$ cat src/rtl/reg_file_mp.sv
// reg_file_mp: multi-port register file with an integrated busy-bit scoreboard.
// Sits between decode (reads, reserve) and writeback (two write ports).
//
// Parameters: DATA_W register width, ADDR_W address width (depth 2**ADDR_W),
//             NUM_RD number of combinational read ports (1..4).
// Ports:
//   clock, reset        posedge clock, asynchronous active-low reset
//   read_addr/data/busy NUM_RD packed read ports, combinational
//   wr0_*               write port 0 (ALU writeback)
//   wr1_*               write port 1 (memory writeback), wins over wr0
//   rsv_en/rsv_addr     reserve a destination (set its busy bit)
//   busy_any            OR of all busy bits
// Optional macro REG_FILE_MP_BYPASS_EN: same-cycle write-to-read forwarding.
module reg_file_mp #(
    parameter int DATA_W = 32,
    parameter int ADDR_W = 5,
    parameter int NUM_RD = 2
) (
    input  logic                     clock,
    input  logic                     reset,
    input  logic [NUM_RD*ADDR_W-1:0] read_addr,
    output logic [NUM_RD*DATA_W-1:0] read_data,
    output logic [NUM_RD-1:0]        read_busy,
    input  logic                     wr0_en,
    input  logic [ADDR_W-1:0]        wr0_addr,
    input  logic [DATA_W-1:0]        wr0_data,
    input  logic                     wr1_en,
    input  logic [ADDR_W-1:0]        wr1_addr,
    input  logic [DATA_W-1:0]        wr1_data,
    input  logic                     rsv_en,
    input  logic [ADDR_W-1:0]        rsv_addr,
    output logic                     busy_any
);

    localparam int DEPTH = 2 ** ADDR_W;

    logic [DATA_W-1:0] regs [DEPTH];
    logic [DEPTH-1:0]  busy;

    // One-hot decodes; bit 0 stays low so r0 is never written or reserved.
    logic [DEPTH-1:0] wr0_hit;
    logic [DEPTH-1:0] wr1_hit;
    logic [DEPTH-1:0] rsv_hit;

    always_comb begin
        wr0_hit = '0;
        wr1_hit = '0;
        rsv_hit = '0;
        for (int a = 1; a < DEPTH; a++) begin
            wr0_hit[a] = wr0_en && (wr0_addr == ADDR_W'(a));
            wr1_hit[a] = wr1_en && (wr1_addr == ADDR_W'(a));
            rsv_hit[a] = rsv_en && (rsv_addr == ADDR_W'(a));
        end
    end

    always_ff @(posedge clock or negedge reset) begin
        if (!reset) begin
            busy <= '0;
            for (int a = 0; a < DEPTH; a++) begin
                regs[a] <= '0;
            end
        end else begin
            for (int a = 0; a < DEPTH; a++) begin
                if (wr1_hit[a]) begin
                    regs[a] <= wr1_data;
                end else if (wr0_hit[a]) begin
                    regs[a] <= wr0_data;
                end
                // A new reservation outranks the retiring producer.
                if (rsv_hit[a]) begin
                    busy[a] <= 1'b1;
                end else if (wr0_hit[a] || wr1_hit[a]) begin
                    busy[a] <= 1'b0;
                end
            end
        end
    end

    assign busy_any = |busy;

    for (genvar k = 0; k < NUM_RD; k++) begin : g_rd
        logic [ADDR_W-1:0] ra;
        logic [DATA_W-1:0] stored;

        assign ra     = read_addr[k*ADDR_W +: ADDR_W];
        assign stored = (ra == '0) ? '0 : regs[ra];

`ifdef REG_FILE_MP_BYPASS_EN
        // Hit vectors already exclude r0, so r0 is never forwarded.
        assign read_data[k*DATA_W +: DATA_W] =
            wr1_hit[ra] ? wr1_data :
            wr0_hit[ra] ? wr0_data : stored;
        assign read_busy[k] =
            (wr1_hit[ra] || wr0_hit[ra]) ? rsv_hit[ra] : busy[ra];
`else
        assign read_data[k*DATA_W +: DATA_W] = stored;
        assign read_busy[k]                  = busy[ra];
`endif
    end

endmodule

$ cat config.mk
export PLATFORM = sky130hd
export DESIGN_NAME = reg_file_mp
export DESIGN_NICKNAME = d
export VERILOG_FILES = /design/src/rtl/reg_file_mp.sv
export SDC_FILE = /design/constraint.sdc
export NUM_CORES = 2
export LEC_CHECK = 0
export CAP_MARGIN = 30
export CORE_ASPECT_RATIO = 1.1
export CORE_MARGIN = 1
export CORE_UTILIZATION = 45
export DETAILED_ROUTE_END_ITERATION = 6
export DONT_BUFFER_PORTS = 1
export GPL_ROUTABILITY_DRIVEN = 0
export PLACE_DENSITY = 0.6
export SLEW_MARGIN = 20
export SYNTH_ARGS = -nofsm -noshare
export SYNTH_HDL_FRONTEND = slang
export SYNTH_SLANG_ARGS = --single-unit
$ cat constraint.sdc
create_clock -name clock -period 2.3 [get_ports clock]
set_input_delay 0.23 -clock clock [delete_from_list [all_inputs] [get_ports clock]]
set_output_delay 0.23 -clock clock [all_outputs]
set_load 0.03 [all_outputs]
Word-level counts from Yosys, hierarchy flattened
Index checks and enable logic that the tools add are counted.
- flip-flop bits (word level): 1023
- input port bits: 94
- output and inout bits: 67
- logic and storage cells: 486
- order comparisons: 4
- equal/unequal tests: 93
- muxes and demuxes: 136
- bitwise gates (word level): 2
- reductions and logical operators: 189
- operators by type and width (operator ; number):
    $mux 32 ; 68
    $bmux 32 s5 ; 2
    $eq 5x5->1 const B ; 48
    $reduce_bool 2->1 ; 62
    $eq 5x4->1 const B ; 24
    $logic_and 1x1->1 ; 93
    $mux 1 ; 64
    $eq 5x3->1 const B ; 12
    $logic_or 1x1->1 ; 31
    $reduce_or 31->1 ; 1
    $eq 5x2->1 const B ; 6
    $eq 5x1->1 const B ; 3
    $ge 6x6->1 const B ; 2
    $lt 5x6->1 const B ; 2
    $not 5->6 ; 2
    $bmux 1 s5 ; 2
    $logic_not 5->1 ; 2

Logic depth before layout (Yosys ltp)
- depth in word-level cells: 5
- mapped depth: 9
- depth with buffers taken out: 4

Worst setup path after synthesis
Ideal clock, no wire load.
- path type: input port to output port
- start: input read_addr[5]
- end: output read_data[53]
- arrival time: 1.904 ns
- setup slack: 0.166 ns
- stages on the path: 7
- cells stage by stage: buf_2 buf_2 buf_2 mux4_2 mux2_2 nand2_1 a31oi_1
- longest elaborated chain between the ends: 5
- ends and longest elaborated chain (item ; line ; text):
    from (decl) ; 21 ; input logic [NUM_RD*ADDR_W-1:0] read_addr,
    $not 5->6 (implied by the code) ; 86 ; assign stored = (ra == '0) ? '0 : regs[ra];
    $bmux 32 s5 ; 86 ;
    $mux 32 (implied by the code) (2 in a row) ; 86 ;
    $mux 32 * ; 86 ;
    to (decl) ; 22 ; output logic [NUM_RD*DATA_W-1:0] read_data,
Every way passes the cells marked *; elsewhere a longest branch is shown, timed or not. The select of a mux whose other input is x is not followed.

Final worst setup path
- start: register regs[131] in the netlist's numbering
- end: output read_data[35]
- longest elaborated chain between the ends: 4
- ends and longest elaborated chain (item ; line ; text):
    from (decl) ; 37 ; logic [DATA_W-1:0] regs [DEPTH];
    from (signal, indexed assignment) ; 65 ; regs[a] <= wr1_data;
    from (signal, indexed assignment) ; 67 ; regs[a] <= wr0_data;
    $bmux 32 s5 ; 86 ;
    $mux 32 (implied by the code) (2 in a row) ; 86 ;
    $mux 32 ; 86 ;
No other way between the ends. The select of a mux whose other input is x is not followed.

==> results.json <==
{
  "ys_types": 53,
  "grt_max_degree": 267,
  "root_buffer": "clkbuf_16",
  "instances_no_fill": 7945,
  "whs_ns": -0.817,
  "hold_viol_final": 157,
  "clkTransAtPathRegs_ns": 0.06,
  "layout_common_cells": "1,094 x mux2i_1, 1,021 x dfrtp_1, 539 x nand2_1, 518 x nor2_1, 513 x a21oi_1",
  "min_path_type": "in -> async",
  "grt_pass1_vias": 51000,
  "die-area_mm2": 0.144,
  "power.leakage_nw": 33.0,
  "final_common_cell": "mux2i_1",
  "gr-total-overflow": 0,
  "seq_area_mm2": 0.0256,
  "fin_skew_ns": 0,
  "crit_family": "multiplexers",
  "pwr-share-comb": 0.280,
  "setup.worst_path.end_class": "output port",
  "slew_viol_final": 0,
  "internal_power_mw": 44.6,
  "slowest_delay_ns": 0.49,
  "cts_tree": "built",
  "detail-route-antenna-nets": 0,
  "p_sw_frac": 0.308,
  "cp_slowest_cell": "mux4_2",
  "htreeDepth": 3,
  "pwr-share-clk": 0.307,
  "path_cells": "mux4_2, mux2i_2, a22o_1, a31oi_2, buf_4, buf_6",
  "finalCritPeriodShare": 1.22,
  "syn_avg_cell_area_um2": 10.7,
  "required_ns": 2.07,
  "slew_headroom": 0.349,
  "core_area_mm2": 0.141,
  "finalSetupViolCount": 165,
  "setup_slack_ns": -0.497,
  "synthesis.nets": 6076,
  "synth.top_cells.by_area": "dfrtp_1 40%, mux2i_1 18%, mux4_2 16%",
  "antenna_found_initial": 10,
  "fin_util": 0.539,
  "cellPowerDensity_mw_per_mm2": 850,
  "fillers": 11900,
  "clkLatencyLatePin_ns": 0.75,
  "dpl-instance-area_mm2": 0.0671,
  "grtUsageTotal": 0.345,
  "worst_slew_pin_slew_ns": 0.977,
  "wl_per_cell_um": 31.5,
  "syn_area_mm2": 0.0641,
  "failed_checks": "DRC, hold timing, setup timing",
  "yosysTopAreaCellShare": 0.399,
  "drt_wl_total_mm": 251,
  "crit_type": "reg -> out",
  "rsz0062_at_grt": "yes",
  "dp_cells": 7414,
  "dp_slack_ns": -0.146,
  "switchingPower_mw": 19.8,
  "crit_fanout": 3,
  "seq_power_share": 0.412,
  "clock_sinks": 1023,
  "ys.warnings.count": 0,
  "async_flop_share": 1.00,
  "maxCapViolCount": 0,
  "drtIter0Drc": 6521,
  "initial_core_util": 0.456,
  "die_w_um": 362,
  "drive_gt1_frac": 0.217,
  "outcome": "finished with violations",
  "yosys_register_bits": 1023,
  "cts_buffer_depth": 3,
  "synth_flop_cell": "dfrtp_1",
  "ir_drop_v": 0.000629,
  "min_period_ns": 2.80,
  "crit_buf_inv": 2,
  "io_pins": 161,
  "grt_pass1_wl_mm": 362,
  "cts_buffers": 116,
  "nets": 6037,
  "first_pass_iters": 7,
  "via_per_inst": 6.53,
  "synth.largest_area_cell": "dfrtp_1",
  "synth_seq_area_share": 0.399,
  "port-buffer-count": 0,
  "drc_errors": 1,
  "synth_edf_count": 0,
  "syn_inst": 5982,
  "fmax_ghz": 0.358,
  "power.total_mw": 64.4,
  "finalSetupTns_ns": -27.45,
  "vias": 51900,
  "multi_input_area_mm2": 0.0368,
  "cp-start-kind": "register",
  "dpl.hpwl_mm": 137,
  "die_h_um": 398,
  "cp.arrival_ns": 2.57,
  "finalInstanceArea_mm2": 0.0758,
  "rows": 144,
  "area_delta_synth_final_pct": 18.3
}
-- cell type report --
type,instances,share of cell area
antenna,8,0.000264
clock buffer,173,0.0456
clock inverter,41,0.00710
inverter,14,0.000809
multi-input combinational,4235,0.485
sequential,1023,0.338
tap,1898,0.0313
timing repair buffer,553,0.0922
-- cell families after synthesis --
group	count (synthesis)	synth area share
and+or+nand+nor	1234	0.0783
muxes	1712	0.359
DFF	1023	0.399
buffers and inverters	725	0.0491
AOI/OAI and AO/OA	1288	0.114
-- sequential cells by signal (all words and copies together) (netlist names) --
register / count
regs: 992
busy: 31
-- power groups by stage --
stage               sequential (mW)  combinational, mW  clock (mW)
CTS                            26.4               17.6        20.0
finish                         26.6               18.1        19.8
floorplan                      25.4               12.3           0
detailed placement             26.6               15.2           0
global route                   27.1               19.3        20.6
global placement               26.3               14.8           0
-- synth_stat cells (all sizes together), types with 33 or more instances --
| cell type | n |
|---|---|
| mux2i | 1151 |
| clkbuf | 450 |
| mux2 | 99 |
| nor2 | 539 |
| a221oi | 34 |
| a21oi | 514 |
| buf | 261 |
| a22oi | 34 |
| o211ai | 33 |
| dfrtp | 1023 |
| nor2b | 50 |
| o21ai | 491 |
| nand2 | 576 |
| mux4 | 462 |
-- per-layer routing --
layer  vias up  routed length (µm)  global-route usage
met4         2               12500               0.163
met1     26300               98100               0.463
met5         -                  12                   0
met2      3093              111000               0.516
met3       667               28700              0.0953
li1      21800                   -                   -
-- repair_timing --
action,4_1_cts,5_1_grt
resized for setup,161,41
hold buffers,269,4
hold endpoints to repair,1597,297
pin swaps,46,32
setup endpoints to repair,67,80
setup buffers,11,24
cloned,0,1
-- final timing paths --
| path | start | endpoint | slack [ns] | cells past startpoint |
|---|---|---|---|---|
| worst max-delay path | regs[131]$_DFFE_PN0P_ | read_data[35] | -0.50 | 6 |
| worst min-delay path | reset | regs[860]$_DFFE_PN0P_ | -0.82 | 0 |
| worst max register to register | regs[928]$_DFFE_PN0P_ | regs[928]$_DFFE_PN0P_ | 0.40 | 4 |
| worst min register to register | busy[31]$_DFFE_PN0P_ | busy[31]$_DFFE_PN0P_ | 0.57 | 2 |
| max in group asynchronous | reset | regs[399]$_DFFE_PN0P_ | -0.09 | 5 |
| min in group clock | wr0_data[23] | regs[663]$_DFFE_PN0P_ | 0.04 | 3 |
(Power assumes the default switching activity.)
